===== config.mk =====
export PLATFORM = sky130hd
export DESIGN_NAME = multicycle_control
export DESIGN_NICKNAME = d
export VERILOG_FILES = /design/src/rtl/multicycle_ctrl_pkg.sv /design/src/rtl/ctrl_output_decode.sv /design/src/rtl/multicycle_control.sv
export SDC_FILE = /design/constraint.sdc
export NUM_CORES = 1
export LEC_CHECK = 0
export ABC_AREA = 1
export BUFFER_PORTS_ARGS = -buffer_cell sky130_fd_sc_hd__buf_4
export CAP_MARGIN = 20
export CORE_ASPECT_RATIO = 0.7
export CORE_MARGIN = 2
export CORE_UTILIZATION = 45
export CTS_BUF_LIST = sky130_fd_sc_hd__clkbuf_4
export DETAILED_ROUTE_END_ITERATION = 10
export GPL_TIMING_DRIVEN = 1
export PLACE_DENSITY = 0.8
export SLEW_MARGIN = 20
export SYNTH_ARGS = -nofsm -noshare
export SYNTH_HDL_FRONTEND = slang
export SYNTH_SLANG_ARGS = --single-unit

===== constraint.sdc =====
create_clock -name clock -period 1.5 [get_ports clock]
set_input_delay 0.075 -clock clock [delete_from_list [all_inputs] [get_ports clock]]
set_output_delay 0.075 -clock clock [all_outputs]
set_load 0.02 [all_outputs]

===== src/rtl/multicycle_ctrl_pkg.sv =====
// Shared encodings for the multi-cycle controller: opcodes, FSM states, datapath selects.
// No logic; constants only.
// Backpressure: n/a.
package multicycle_ctrl_pkg;

    localparam logic [2:0] OPC_RTYPE = 3'b000;
    localparam logic [2:0] OPC_LW    = 3'b001;
    localparam logic [2:0] OPC_SW    = 3'b010;
    localparam logic [2:0] OPC_BEQ   = 3'b011;
    localparam logic [2:0] OPC_J     = 3'b100;
    localparam logic [2:0] OPC_ADDI  = 3'b101;
    localparam logic [2:0] OPC_ILL   = 3'b110;
    localparam logic [2:0] OPC_HALT  = 3'b111;

    localparam logic [1:0] ALUOP_ADD  = 2'b00;
    localparam logic [1:0] ALUOP_SUB  = 2'b01;
    localparam logic [1:0] ALUOP_FUNC = 2'b10;

    localparam logic [1:0] SRCB_REG   = 2'b00;
    localparam logic [1:0] SRCB_FOUR  = 2'b01;
    localparam logic [1:0] SRCB_IMM   = 2'b10;
    localparam logic [1:0] SRCB_BRTGT = 2'b11;

    localparam logic [1:0] PCSRC_ALU    = 2'b00;
    localparam logic [1:0] PCSRC_ALUOUT = 2'b01;
    localparam logic [1:0] PCSRC_JUMP   = 2'b10;

    // Encoding 4'hF is deliberately unused; it recovers to IDLE.
    typedef enum logic [3:0] {
        S_IDLE     = 4'd0,
        S_FETCH    = 4'd1,
        S_DECODE   = 4'd2,
        S_MEMADDR  = 4'd3,
        S_MEMREAD  = 4'd4,
        S_MEMWB    = 4'd5,
        S_MEMWRITE = 4'd6,
        S_EXEC     = 4'd7,
        S_RWB      = 4'd8,
        S_BRANCH   = 4'd9,
        S_JUMP     = 4'd10,
        S_ADDI_EX  = 4'd11,
        S_ADDI_WB  = 4'd12,
        S_HALT     = 4'd13,
        S_ILLEGAL  = 4'd14
    } state_t;

endpackage


===== src/rtl/ctrl_output_decode.sv =====
// Pure combinational state -> datapath strobe table (Moore outputs).
// Latency: zero (combinational from the state register).
// Backpressure: none.
module ctrl_output_decode
    import multicycle_ctrl_pkg::*;
(
    input  logic [3:0] state,
    output logic [1:0] ALUOp,
    output logic [1:0] ALUSrcB,
    output logic [1:0] PCSource,
    output logic       RegDst,
    output logic       MemtoReg,
    output logic       MemRead,
    output logic       MemWrite,
    output logic       IorD,
    output logic       RegWrite,
    output logic       IRWrite,
    output logic       PCWrite,
    output logic       PCWriteCond,
    output logic       ALUSrcA
);

    always_comb begin
        ALUOp       = ALUOP_ADD;
        ALUSrcB     = SRCB_REG;
        PCSource    = PCSRC_ALU;
        RegDst      = 1'b0;
        MemtoReg    = 1'b0;
        MemRead     = 1'b0;
        MemWrite    = 1'b0;
        IorD        = 1'b0;
        RegWrite    = 1'b0;
        IRWrite     = 1'b0;
        PCWrite     = 1'b0;
        PCWriteCond = 1'b0;
        ALUSrcA     = 1'b0;
        case (state)
            S_FETCH: begin
                MemRead  = 1'b1;
                IRWrite  = 1'b1;
                ALUSrcB  = SRCB_FOUR;
                PCWrite  = 1'b1;
                PCSource = PCSRC_ALU;
            end
            S_DECODE:   ALUSrcB = SRCB_BRTGT;
            S_MEMADDR: begin
                ALUSrcA = 1'b1;
                ALUSrcB = SRCB_IMM;
            end
            S_MEMREAD: begin
                MemRead = 1'b1;
                IorD    = 1'b1;
            end
            S_MEMWB: begin
                RegWrite = 1'b1;
                MemtoReg = 1'b1;
            end
            S_MEMWRITE: begin
                MemWrite = 1'b1;
                IorD     = 1'b1;
            end
            S_EXEC: begin
                ALUSrcA = 1'b1;
                ALUOp   = ALUOP_FUNC;
            end
            S_RWB: begin
                RegWrite = 1'b1;
                RegDst   = 1'b1;
            end
            S_BRANCH: begin
                ALUSrcA     = 1'b1;
                ALUOp       = ALUOP_SUB;
                PCWriteCond = 1'b1;
                PCSource    = PCSRC_ALUOUT;
            end
            S_JUMP: begin
                PCWrite  = 1'b1;
                PCSource = PCSRC_JUMP;
            end
            S_ADDI_EX: begin
                ALUSrcA = 1'b1;
                ALUSrcB = SRCB_IMM;
            end
            S_ADDI_WB:  RegWrite = 1'b1;
            default: ;
        endcase
    end

endmodule


===== src/rtl/multicycle_control.sv =====
// Moore FSM sequencing the 16-bit multi-cycle datapath, with run gating, sticky halt/illegal and fetch counter.
// Latency: outputs follow the state register; opcode is sampled in DECODE only.
// Backpressure: run=0 parks the FSM in IDLE after the current instruction retires.
module multicycle_control
    import multicycle_ctrl_pkg::*;
#(
    parameter int CNT_WIDTH       = 16,
    parameter bit HALT_ON_ILLEGAL = 1'b1
) (
    input  logic                 clock,
    input  logic                 reset_n,
    input  logic                 run,
    input  logic [2:0]           opcode,
    output logic [1:0]           ALUOp,
    output logic [1:0]           ALUSrcB,
    output logic [1:0]           PCSource,
    output logic                 RegDst,
    output logic                 MemtoReg,
    output logic                 MemRead,
    output logic                 MemWrite,
    output logic                 IorD,
    output logic                 RegWrite,
    output logic                 IRWrite,
    output logic                 PCWrite,
    output logic                 PCWriteCond,
    output logic                 ALUSrcA,
    output logic                 halted,
    output logic                 illegal_op,
    output logic [CNT_WIDTH-1:0] instr_count,
    output logic [3:0]           state_dbg
);

    state_t state, next_state, wrap_state;
    logic   mem_is_load;

    always_ff @(posedge clock or negedge reset_n) begin
        if (!reset_n) begin
            state       <= S_IDLE;
            mem_is_load <= 1'b0;
            instr_count <= '0;
        end else begin
            state <= next_state;
            if (state == S_DECODE)
                mem_is_load <= (opcode == OPC_LW);
            // Counted on entry so the FETCH cycle already shows its own instruction.
            if (next_state == S_FETCH)
                instr_count <= instr_count + CNT_WIDTH'(1);
        end
    end

    // WRAP is not a real state: end-of-instruction resolves straight to FETCH or IDLE.
    assign wrap_state = run ? S_FETCH : S_IDLE;

    always_comb begin
        next_state = S_IDLE;
        case (state)
            S_IDLE:   next_state = run ? S_FETCH : S_IDLE;
            S_FETCH:  next_state = S_DECODE;
            S_DECODE: begin
                case (opcode)
                    OPC_RTYPE:       next_state = S_EXEC;
                    OPC_LW, OPC_SW:  next_state = S_MEMADDR;
                    OPC_BEQ:         next_state = S_BRANCH;
                    OPC_J:           next_state = S_JUMP;
                    OPC_ADDI:        next_state = S_ADDI_EX;
                    OPC_HALT:        next_state = S_HALT;
                    default:         next_state = HALT_ON_ILLEGAL ? S_ILLEGAL : wrap_state;
                endcase
            end
            S_MEMADDR:  next_state = mem_is_load ? S_MEMREAD : S_MEMWRITE;
            S_MEMREAD:  next_state = S_MEMWB;
            S_EXEC:     next_state = S_RWB;
            S_ADDI_EX:  next_state = S_ADDI_WB;
            S_MEMWB, S_MEMWRITE, S_RWB, S_BRANCH, S_JUMP, S_ADDI_WB:
                        next_state = wrap_state;
            S_HALT:     next_state = S_HALT;
            S_ILLEGAL:  next_state = S_ILLEGAL;
            default:    next_state = S_IDLE;
        endcase
    end

    // HALT and ILLEGAL are absorbing, so the state itself holds the sticky flags.
    assign halted     = (state == S_HALT);
    assign illegal_op = (state == S_ILLEGAL);
    assign state_dbg  = state;

    ctrl_output_decode u_decode (
        .state       (state),
        .ALUOp       (ALUOp),
        .ALUSrcB     (ALUSrcB),
        .PCSource    (PCSource),
        .RegDst      (RegDst),
        .MemtoReg    (MemtoReg),
        .MemRead     (MemRead),
        .MemWrite    (MemWrite),
        .IorD        (IorD),
        .RegWrite    (RegWrite),
        .IRWrite     (IRWrite),
        .PCWrite     (PCWrite),
        .PCWriteCond (PCWriteCond),
        .ALUSrcA     (ALUSrcA)
    );

endmodule


==> results of run 1 <==
layer usage:
layer | vias to the layer above | share of wire (%) | track usage [%] | routed length, um
li1 | 849 | - | - | -
met1 | 829 | 43 | 33.3 | 2070
met2 | 86 | 47 | 33.5 | 2270
met3 | 9 | 8.4 | 4.19 | 406
met4 | 0 | 2.3 | 3.94 | 110
met5 | - | 0 | 0 | 0
cell type report:
type,count,share of cell area (%)
Inverter,31,5.31
Clock buffer,3,0.986
Clock inverter,1,0.329
Tap cell,47,2.57
Multi-Input combinational cell,174,43.4
Timing Repair Buffer,63,24.0
Sequential cell,21,23.4
per-stage QoR:
stage	TNS (ns)	std cells	hold slack (ns)	setup slack, ns	power, mW
after floorplan	0	231	-0.221	0.00977	2.23
after global placement	0	321	-0.0235	0.00982	2.85
after detailed placement	-0.301	321	-0.0238	-0.0315	2.88
after CTS	-0.248	333	0.0179	-0.0545	3.53
after global routing	-2.19	340	0.0311	-0.104	4.48
final	-0.543	340	0.0276	-0.0652	4.28
power by group:
| group | leakage (nW) | internal (mW) | switching [mW] |
|---|---|---|---|
| Clock | 0.0139 | 0.102 | 0.202 |
| Combinational | 0.910 | 1.34 | 1.77 |
| Sequential | 0.274 | 0.697 | 0.174 |
layout by cell type, fill, tap and decap left out, drive strengths merged:
cell type and count:
nand2 93, buf 61, inv 31, nor2 29, dfrtp 21, nand3 20, o21ai 10, nand4 6
clkbuf 4, xnor2 3, xor2 3, nand3b 2, nor3 2, a21oi 2, o211ai 1, o2111ai 1
o311ai 1, ha 1, clkinvlp 1, dlygate4sd3 1
final timing paths:
check | startpoint | to | slack [ns] | cells after the start
setup reg to reg | state_dbg[0]$_DFF_PN0_ | instr_count[8]$_DFFE_PN0N_ | -0.04 | 9
hold / removal | opcode[1] | state_dbg[2]$_DFF_PN0_ | 0.03 | 3
min in group asynchronous | reset_n | instr_count[13]$_DFFE_PN0N_ | 0.16 | 2
max in group asynchronous | reset_n | state_dbg[3]$_DFF_PN0_ | 1.11 | 2
hold reg to reg | mem_is_load$_DFFE_PN0P_ | mem_is_load$_DFFE_PN0P_ | 0.50 | 2
setup / recovery | state_dbg[2]$_DFF_PN0_ | IorD | -0.07 | 6
tightest hold or removal path: stages:
cell and delay (ns):
sky130_fd_sc_hd__buf_4 0.09, sky130_fd_sc_hd__o211ai_1 0.08, sky130_fd_sc_hd__o2111ai_1 0.09
cell families after synthesis:
family,Yosys count,synth area share (%)
xor gates and xnor gates,6,3.42
and+or+nand+nor,152,45.2
AOI/OAI and AO/OA,15,5.79
buffers and inverters,36,10.6
DFF,21,34.2
adders and majority gates,1,0.815
repair_timing:
item	CTS	global route
endpoints found under the setup margin	24	34
gates resized for setup	18	50
pin swaps	3	8
endpoints found under the hold margin	21	0
setup buffers	7	6
hold buffers	1	0
gates cloned	0	1
sequential cells by signal (all words and copies together) (netlist names):
name and cells:
state_dbg 4, instr_count 16, mem_is_load 1
==> metrics.log, run 1 <==
INFO  metric cts_root_buf = sky130_fd_sc_hd__clkbuf_4
INFO  metric worstSetupEndpointType = output port
INFO  metric yosysWarnings = 0
INFO  metric asyncSetResetFlopFracSynth = 100%
INFO  metric avgSynthCellArea = 6.65 um2
INFO  metric yosysTopAreaCell = sky130_fd_sc_hd__dfrtp_1
INFO  metric layout_setup_ws = -0.0652 ns
INFO  metric cts_htree_levels = 1
INFO  metric regArea = about 530 um2
INFO  metric max_stage_delay = around 0.42 ns
INFO  metric clock-skew-final = slightly above 0.005 ns
INFO  metric syn-num-nets = approximately 240
INFO  metric drive_gt1_share = 43.7%
INFO  metric site_row_count = 17
INFO  metric globalRouteTotalUtil = 22.3%
INFO  metric route.detailed.vias_per_inst = 5.21
INFO  metric post_synth_most_frequent_cells = sky130_fd_sc_hd__nand2_1 (77), sky130_fd_sc_hd__inv_1 (28), sky130_fd_sc_hd__nor2_1 (24)
INFO  metric hp-class = in -> reg
INFO  metric detailed_routing_iterations_pass_1 = 4
INFO  metric synth_area = 1540 um2
INFO  metric antenna_cells = 0
INFO  metric crit_path_cell_trace = inv_2 -> nor2_4 -> buf_6 -> inv_4 -> nor2_1 -> buf_4
INFO  metric synth_top_cell_area_share = between 30 and 40%
INFO  metric detail_route.wl_per_cell = between 10 and 15 um
INFO  metric port_buffers = between 40 and 50
INFO  metric multi_input_comb_area = roughly 990 um2
INFO  metric timing.final.crit_period = about 1.6 ns
INFO  metric global_route.overflow_total = 0
INFO  metric chipWidth = approximately 74 um
INFO  metric area_delta_synth_final = 48.8%
INFO  metric gate_count_after_technology_mapping = between 200 and 250
INFO  metric number_of_antenna_violations_at_the_first_check_in_global_routing = 0
INFO  metric violations_in_the_final_reports = setup timing
INFO  metric startpoint_type = flip-flop
INFO  metric place_congestion = ~0.95
INFO  metric power.ir.vdd_worst = roughly 0.0013 V
INFO  metric route.vias.total = 1773
INFO  metric drv_slew = 0
INFO  metric post_dp_cell_area = ~1900 um2
INFO  metric crit_required = approximately 1.4 ns
INFO  metric setup_viol_count_final = 25
INFO  metric synthMostInstantiatedCell = sky130_fd_sc_hd__nand2_1
INFO  metric initial_standard_cell_utilization_of_the_core = 47.8%
INFO  metric core_area = ~3200 um2
INFO  metric clock_sinks = 21
INFO  metric cts_inserted_buffers = 3
INFO  metric leakage_power = about 1.2 nW
INFO  metric synthesized_flop_and_latch_total = 21
INFO  metric synth_enable_flop_cells = 0
INFO  metric p_per_area = 1870 nW/um2
INFO  metric crit_path_top_delay_cell = sky130_fd_sc_hd__dfrtp_1
INFO  metric final_area = between 2000 and 2500 um2
INFO  metric drc_errors_left = 0
INFO  metric rsz_0062_raised_after_global_routing = true
INFO  metric timing.max_cap.violations = 0
INFO  metric timing_worst_slew_pin_value = about 0.32 ns
INFO  metric pin_count = 44
INFO  metric first_iter_violations = ~170
INFO  metric grt_max_degree = 22
INFO  metric netlist-cell-type-count = 26
INFO  metric top_reg_cell_synth = sky130_fd_sc_hd__dfrtp_1
INFO  metric dp_hpwl = slightly below 3000 um
INFO  metric clkSlewWorstSetupHoldPaths = between 0.1 and 0.15 ns
INFO  metric clock_latency = about 0.33 ns
INFO  metric fin_nets = ~300
INFO  metric totalWireLength = approximately 4900 um
INFO  metric die_h = approximately 53 um
INFO  metric most_area_consuming_cells_after_synthesis = sky130_fd_sc_hd__dfrtp_1 (34%), sky130_fd_sc_hd__nand2_1 (19%), sky130_fd_sc_hd__inv_1 (6.8%), sky130_fd_sc_hd__nand3_1 (6.5%), sky130_fd_sc_hd__nor2_1 (5.9%)
INFO  metric max-clock-path-buffers = 2
INFO  metric maxSlewHeadroom = 78.3%
INFO  metric cp_max_fo = 3
INFO  metric critPathArrivalTime = about 1.5 ns
INFO  metric cts_tree = yes
INFO  metric critical_path.n_buffers_inverters = 4
INFO  metric die_area = 3900 um2
INFO  metric fin_util = between 70% and 80%
INFO  metric antenna_violating_nets_post_route = 0
INFO  metric achievable-frequency = 639 MHz
INFO  metric vias_in_the_first_global_route = approximately 1400
INFO  metric global_route_wire_length_before_repair = ~6700 um
INFO  metric status = complete, but fails checks
INFO  metric timing_hold_violations_final = 0
INFO  metric layout_worst_path_cycle_share = 104%
INFO  metric worstSetupPathType = reg -> out
INFO  metric fillCellCount = between 200 and 250
INFO  metric critical_path.top_delay_family = buffers and inverters
INFO  metric synth_seq_area_share = between 30% and 40%
Note: power is estimated with default switching activity, not from simulation.
==> run 2: changes to the inputs <==
--- a/config.mk
+++ b/config.mk
@@ -18,4 +18,5 @@
 export SLEW_MARGIN = 20
 export SYNTH_ARGS = -nofsm -noshare
 export SYNTH_HDL_FRONTEND = slang
+export SYNTH_HIERARCHICAL = 1
 export SYNTH_SLANG_ARGS = --single-unit
==> metrics.log, run 2 <==
INFO  metric critical_path.n_buffers_inverters = 1
INFO  metric dp_hpwl = around 2800 um
INFO  metric site_row_count = 17
INFO  metric cp_max_fo = 5
INFO  metric grt_max_degree = 22
INFO  metric timing_worst_slew_pin_value = between 0.3 and 0.4 ns
INFO  metric critical_path.top_delay_family = simple AND/OR/NAND/NOR gates
INFO  metric asyncSetResetFlopFracSynth = 100%
INFO  metric syn-num-nets = roughly 240
INFO  metric maxSlewHeadroom = around three quarters
INFO  metric drc_errors_left = 0
INFO  metric most_area_consuming_cells_after_synthesis = sky130_fd_sc_hd__dfrtp_1 (35%), sky130_fd_sc_hd__nand2_1 (21%), sky130_fd_sc_hd__nand3_1 (8.3%), sky130_fd_sc_hd__nor2_1 (8.0%), sky130_fd_sc_hd__inv_1 (7.2%)
INFO  metric global_route_wire_length_before_repair = 6200 um
INFO  metric die_h = 52.5 um
INFO  metric swShare = between 50% and 60%
INFO  metric layout.cells.most_common = sky130_fd_sc_hd__nand2_1
INFO  metric clock_sinks = 21
INFO  metric net-switching-power = a little over 2 mW
INFO  metric crit_path_top_delay_cell = sky130_fd_sc_hd__dfrtp_2
INFO  metric synth_seq_area_share = between 30% and 40%
INFO  metric core_area = about 3200 um2
INFO  metric leakage_power = approximately 1.1 nW
INFO  metric cts_inserted_buffers = 3
INFO  metric cts_tree = yes
INFO  metric crit_path_cell_trace = buf_4 -> nand2_1 -> nor2_1 -> nor3_1 -> o2111ai_1
INFO  metric fin_nets = between 300 and 400
INFO  metric synth_area = around 1500 um2
INFO  metric chipWidth = 73.2 um
INFO  metric synthesized_flop_and_latch_total = 21
INFO  metric cts_htree_levels = 1
INFO  metric largest_register = instr_count
INFO  metric totalWireLength = between 4000 and 5000 um
INFO  metric pin_count = 44
INFO  metric timing.max_cap.violations = 0
INFO  metric hold_ws = around 0.073 ns
INFO  metric startpoint = state_dbg[0]$_DFF_PN0_
INFO  metric post_dp_cell_area = around 1900 um2
INFO  metric gate_count_after_technology_mapping = 236
INFO  metric timing.rr.end = state_dbg[2]$_DFF_PN0_
INFO  metric die_area = roughly 3800 um2
INFO  metric p_per_area = approximately 1900 nW/um2
INFO  metric hp-class = in -> reg
INFO  metric timing_hold_violations_final = 0
INFO  metric startpoint_type = flip-flop
INFO  metric r2r_slack = 0.02 ns
INFO  metric synth_top_cell_area_share = a little over a third
INFO  metric worstSetupEndpointType = flip-flop
INFO  metric achievable-frequency = 677 MHz
INFO  metric cts_root_buf = sky130_fd_sc_hd__clkbuf_4
INFO  metric yosysTopAreaCell = sky130_fd_sc_hd__dfrtp_1
INFO  metric route.detailed.vias_per_inst = around 5.3
INFO  metric worstSetupEndpoint = state_dbg[2]$_DFF_PN0_
INFO  metric port_buffers = 43
INFO  metric timing.final.crit_period = ~1.5 ns
INFO  metric fin_util = 69.2%
INFO  metric clock-skew-final = between 0.002 and 0.003 ns
INFO  metric largest_register_ffs = 16
INFO  metric route.vias.total = 1743
INFO  metric antenna_violating_nets_post_route = 0
INFO  metric netlist-cell-type-count = 23
INFO  metric antenna_cells = 0
INFO  metric path_depth = 5
INFO  metric synth_enable_flop_cells = 0
INFO  metric setup_viol_count_final = 0
INFO  metric detail_route.wl_per_cell = approximately 13 um
INFO  metric place_congestion = about 0.84
INFO  metric number_of_antenna_violations_at_the_first_check_in_global_routing = 0
INFO  metric status = finished, final reports clean
INFO  metric layout_worst_path_cycle_share = between 90% and 100%
INFO  metric detailed_routing_iterations_pass_1 = 5
INFO  metric avgSynthCellArea = between 6 and 7 um2
INFO  metric worstSetupPathType = reg -> reg
INFO  metric first_iter_violations = 106
INFO  metric globalRouteTotalUtil = 20.7%
INFO  metric vias_in_the_first_global_route = about 1300
INFO  metric power_share_of_the_sequential_group = between 20% and 30%
INFO  metric initial_standard_cell_utilization_of_the_core = 47.6%
INFO  metric worst_reg2reg_path_startpoint = state_dbg[0]$_DFF_PN0_
INFO  metric crit_required = 1.66 ns
INFO  metric critPathArrivalTime = 1.64 ns
INFO  metric intPower = about 2.0 mW
INFO  metric reg2regPathDepth = 5
INFO  metric layout.cells.most_common_list = sky130_fd_sc_hd__nand2_1 (75), sky130_fd_sc_hd__buf_4 (43), sky130_fd_sc_hd__inv_1 (25)
INFO  metric rsz_0062_raised_after_global_routing = true
INFO  metric global_route.overflow_total = 0
INFO  metric synthMostInstantiatedCell = sky130_fd_sc_hd__nand2_1
INFO  metric power.ir.vdd_worst = 0.00105 V
INFO  metric post-layout-total-power = about 4 mW
INFO  metric clock_latency = about 0.31 ns
INFO  metric post_synth_most_frequent_cells = sky130_fd_sc_hd__nand2_1 (83), sky130_fd_sc_hd__nor2_1 (32), sky130_fd_sc_hd__inv_1 (29)
INFO  metric final_area = 2190 um2
INFO  metric max-clock-path-buffers = 2
INFO  metric clkSlewWorstSetupHoldPaths = ~0.11 ns
INFO  metric yosysWarnings = 6
INFO  metric power.clock.fraction = between 7 and 8%
INFO  metric comb_power_share = a little under three quarters
INFO  metric area_delta_synth_final = 45.4%
INFO  metric top_reg_cell_synth = sky130_fd_sc_hd__dfrtp_1
INFO  metric drive_gt1_share = approximately 36%
INFO  metric drv_slew = 0
INFO  metric fillCellCount = 268
INFO  metric max_stage_delay = 0.47 ns
## run 2: changes by cell type in the layout (fill, tap and decap cells not counted), sizes merged, moves of 3 or more
| cell | before | now |
|---|---|---|
| a21oi | 2 | 5 |
| buf | 61 | 57 |
| nand2 | 93 | 88 |
| nand3 | 20 | 25 |
| nor2 | 29 | 35 |
| o21ai | 10 | 5 |
## run 2: power groups by stage
stage	logic [mW]	clock network (mW)	registers, mW
after floorplan	1.18	0	1.02
after global placement	2.14	0	0.830
after detailed placement	2.17	0	0.832
after CTS	2.23	0.303	0.822
after global routing	3.11	0.337	0.889
final	2.90	0.291	0.875
## run 2: stage by stage
step	std cells	setup TNS [ns]	worst slack (ns)
6_report	331	0	0.0229
5_1_grt	331	-0.519	-0.0573
4_1_cts	327	0	0.0174
3_5_place_dp	321	0	0.0556
3_3_place_gp	321	0	0.0785
2_1_floorplan	236	0	0.000422
## run 2: layout make-up
type | count | area [um2] | share of cell area (%)
Clock buffer | 4 | 30.0 | 1.37
Tap cell | 38 | 47.5 | 2.17
Inverter | 30 | 120 | 5.48
Sequential cell | 21 | 534 | 24.4
Timing Repair Buffer | 58 | 490 | 22.4
Multi-Input combinational cell | 180 | 971 | 44.3
## run 2: cells by family after synthesis
family,count (synthesis),share of synthesized area (%)
flip-flops,21,34.8
XOR/XNOR,7,4.06
buffers and inverters,36,10.4
AND/OR/NAND/NOR,157,44.4
AO/OA/AOI/OAI,14,5.47
adder cells (fa/ha/maj),1,0.829
## run 2: worst min-delay path by stage
stage | slack, ns | startpoint | endpoint | depth (start not counted)
after floorplan | -0.22 | reset_n | instr_count[0]$_DFFE_PN0N_ | 0
after global placement | -0.03 | reset_n | mem_is_load$_DFFE_PN0P_ | 1
after detailed placement | -0.02 | reset_n | instr_count[2]$_DFFE_PN0N_ | 1
after CTS | 0.06 | opcode[0] | mem_is_load$_DFFE_PN0P_ | 3
after global routing | 0.07 | opcode[2] | state_dbg[3]$_DFF_PN0_ | 3
final | 0.07 | opcode[0] | mem_is_load$_DFFE_PN0P_ | 3
## run 2: timing repair
action	4_1_cts	5_1_grt
buffers inserted	1	3
endpoints found under the hold margin	21	0
gates resized for setup	5	56
gates cloned	0	1
endpoints found under the setup margin	8	33
pin swaps	0	15
hold buffers	1	0
## run 2: worst register-to-register path, delay by kind of cell (launching register included)
family	cells	cell delay (ns)
buffers and inverters	1	0.17
flip-flops	1	0.47
AO/OA/AOI/OAI	1	0.20
AND/OR/NAND/NOR	3	0.50
## run 2: layer usage
layer | vias to the layer above | routed length (um) | global-route usage, %
li1 | 867 | - | -
met1 | 811 | 2040 | 32.7
met2 | 61 | 1840 | 28.7
met3 | 4 | 268 | 4.62
met4 | 0 | 25 | 3.70
met5 | - | 0 | 0
==> run 3: changes to the inputs <==
--- a/config.mk
+++ b/config.mk
@@ -10,11 +10,11 @@
 export CAP_MARGIN = 20
 export CORE_ASPECT_RATIO = 0.7
 export CORE_MARGIN = 2
-export CORE_UTILIZATION = 45
+export CORE_UTILIZATION = 50
 export CTS_BUF_LIST = sky130_fd_sc_hd__clkbuf_4
 export DETAILED_ROUTE_END_ITERATION = 10
 export GPL_TIMING_DRIVEN = 1
-export PLACE_DENSITY = 0.8
+export PLACE_DENSITY = 0.86
 export SLEW_MARGIN = 20
 export SYNTH_ARGS = -nofsm -noshare
 export SYNTH_HDL_FRONTEND = slang
==> metrics.log, run 3 (synthesis gave the netlist of run 2 again) <==
INFO  metric status = complete, but fails checks
INFO  metric violations_in_the_final_reports = setup timing
INFO  metric final_area = between 2000 and 2500 um2
INFO  metric hp-class = in -> reg
INFO  metric crit_required = between 1.5 and 2 ns
INFO  metric crit_path_top_delay_cell = sky130_fd_sc_hd__dfrtp_2
INFO  metric timing.max_cap.violations = 0
INFO  metric rsz_0062_raised_after_global_routing = true
INFO  metric clkSlewWorstSetupHoldPaths = between 0.1 and 0.15 ns
INFO  metric cp_max_fo = 8
INFO  metric route.detailed.vias_per_inst = ~5.6
INFO  metric fillCellCount = about 190
INFO  metric detailed_routing_iterations_pass_1 = 7
INFO  metric pin_count = 44
INFO  metric power_share_of_the_sequential_group = a little over a fifth
INFO  metric chipWidth = 69.7 um
INFO  metric startpoint_type = flip-flop
INFO  metric drv_slew = 0
INFO  metric dp_slack = about 0.053 ns
INFO  metric totalWireLength = 4960 um
INFO  metric number_of_antenna_violations_at_the_first_check_in_global_routing = 0
INFO  metric worstSetupEndpointType = flip-flop
INFO  metric globalRouteTotalUtil = a little under a quarter
INFO  metric p_per_area = roughly 1900 nW/um2
INFO  metric timing.setup.tns = -1.71 ns
INFO  metric dp_hpwl = slightly below 3000 um
INFO  metric timing_worst_slew_pin_value = ~0.35 ns
INFO  metric swShare = around 50%
INFO  metric global_route.overflow_total = 0
INFO  metric die_h = roughly 50 um
INFO  metric clock_latency = about 0.32 ns
INFO  metric max_stage_delay = a little under 0.5 ns
INFO  metric port_buffers = 43
INFO  metric layout.cells.most_common = sky130_fd_sc_hd__nand2_1
INFO  metric leakage_power = approximately 1.1 nW
INFO  metric clock-skew-final = 0.0129 ns
INFO  metric hold_ws = between 0.05 and 0.06 ns
INFO  metric vias_in_the_first_global_route = 1450
INFO  metric drive_gt1_share = a little under two fifths
INFO  metric timing.final.crit_period = roughly 1.6 ns
INFO  metric clock_sinks = 21
INFO  metric maxSlewHeadroom = between 70 and 80%
INFO  metric cts_root_buf = sky130_fd_sc_hd__clkbuf_4
INFO  metric layout_setup_ws = -0.129 ns
INFO  metric achievable-frequency = approximately 610 MHz
INFO  metric core_area = around 2800 um2
INFO  metric layout_worst_path_cycle_share = 109%
INFO  metric max-clock-path-buffers = 2
INFO  metric area_delta_synth_final = 44.7%
INFO  metric regArea = about 540 um2
INFO  metric grt_max_degree = 22
INFO  metric critical_path.top_delay_family = simple AND/OR/NAND/NOR gates
INFO  metric antenna_cells = 0
INFO  metric detail_route.wl_per_cell = around 15 um
INFO  metric crit_path_cell_trace = nor2_1 -> inv_1 -> nor2_1 -> nor2_2 -> nand2_4 -> clkbuf_16 -> nand3_1 -> nand2_1
INFO  metric cp_common_cell = sky130_fd_sc_hd__nor2_1
INFO  metric fin_nets = 301
INFO  metric critical_path.n_buffers_inverters = 2
INFO  metric initial_standard_cell_utilization_of_the_core = 53.1%
INFO  metric route.vias.total = 1852
INFO  metric antenna_violating_nets_post_route = 0
INFO  metric power.ir.vdd_worst = between 0.001 and 0.0015 V
INFO  metric number_of_cells_in_the_finished_layout_apart_from_fillers = roughly 330
INFO  metric comb_power_share = a little under three quarters
INFO  metric setup_viol_count_final = 17
INFO  metric fin_util = 76.8%
INFO  metric place_congestion = 0.884
INFO  metric drc_errors_left = 0
INFO  metric layout.cells.most_common_list = sky130_fd_sc_hd__nand2_1 (76), sky130_fd_sc_hd__buf_4 (48), sky130_fd_sc_hd__inv_1 (25)
INFO  metric cts_inserted_buffers = 3
INFO  metric cts_tree = yes
INFO  metric dp_cells = between 300 and 400
INFO  metric timing_hold_violations_final = 0
INFO  metric post-layout-total-power = 4.08 mW
INFO  metric worstSetupPathType = reg -> reg
INFO  metric critPathArrivalTime = ~1.9 ns
INFO  metric net-switching-power = around 2.1 mW
INFO  metric cts_htree_levels = 1
INFO  metric largest_register_ffs = 16
INFO  metric intPower = around 2.0 mW
INFO  metric power.clock.fraction = under 10%
INFO  metric die_area = ~3500 um2
INFO  metric post_dp_cell_area = around 1900 um2
INFO  metric global_route_wire_length_before_repair = approximately 6600 um
INFO  metric site_row_count = 16
INFO  metric largest_register = instr_count
INFO  metric multi_input_comb_area = 972 um2
INFO  metric first_iter_violations = between 200 and 250
run 3: path summary, 6_finish.rpt:
path                                                  start                           to  slack (ns)  cells past startpoint
worst max-delay path                 state_dbg[3]$_DFF_PN0_   instr_count[4]$_DFFE_PN0N_       -0.13                      8
worst min-delay path                              opcode[2]       state_dbg[3]$_DFF_PN0_        0.06                      3
worst max register to register       state_dbg[3]$_DFF_PN0_   instr_count[4]$_DFFE_PN0N_       -0.13                      8
worst min register to register  instr_count[15]$_DFFE_PN0N_  instr_count[15]$_DFFE_PN0N_        0.56                      2
max in group asynchronous                           reset_n   instr_count[5]$_DFFE_PN0N_        1.09                      2
min in group asynchronous                           reset_n      mem_is_load$_DFFE_PN0P_        0.16                      2
run 3: per-layer routing:
metal / vias to the layer above / share of wire (%) / track usage, %
li1: 858 / - / -
met1: 830 / 40 / 33.1
met2: 138 / 46 / 36.5
met3: 26 / 10 / 5.93
met4: 0 / 3.3 / 5.77
met5: - / 0 / 0
run 3: repair_timing:
action / in CTS / in global routing
endpoints found under the hold margin: 21 / 0
gates cloned: 0 / 2
hold buffers: 1 / 0
setup buffers: 1 / 2
pin swaps: 1 / 9
gates resized for setup: 5 / 54
endpoints found under the setup margin: 2 / 34
run 3: final cells by class:
cell class | count | share of cell area [%]
multi-input combinational | 180 | 44.5
tap | 36 | 2.06
inverter | 30 | 5.16
timing repair buffer | 58 | 22.4
sequential | 21 | 24.6
clock buffer | 3 | 1.03
clock inverter | 1 | 0.229
run 3: power by group through the flow:
| stage | logic, mW | clock network [mW] | registers, mW |
|---|---|---|---|
| final | 2.92 | 0.283 | 0.876 |
| after global routing | 3.09 | 0.323 | 0.889 |
| after CTS | 2.16 | 0.285 | 0.841 |
| after detailed placement | 2.11 | 0 | 0.855 |
| after global placement | 2.07 | 0 | 0.850 |
| after floorplan | 1.18 | 0 | 1.02 |
run 3: worst min-delay path, delay by kind of cell:
| kind | cells | cell delay [ns] |
|---|---|---|
| buffers and inverters | 1 | 0.08 |
| AO/OA/AOI/OAI | 2 | 0.18 |
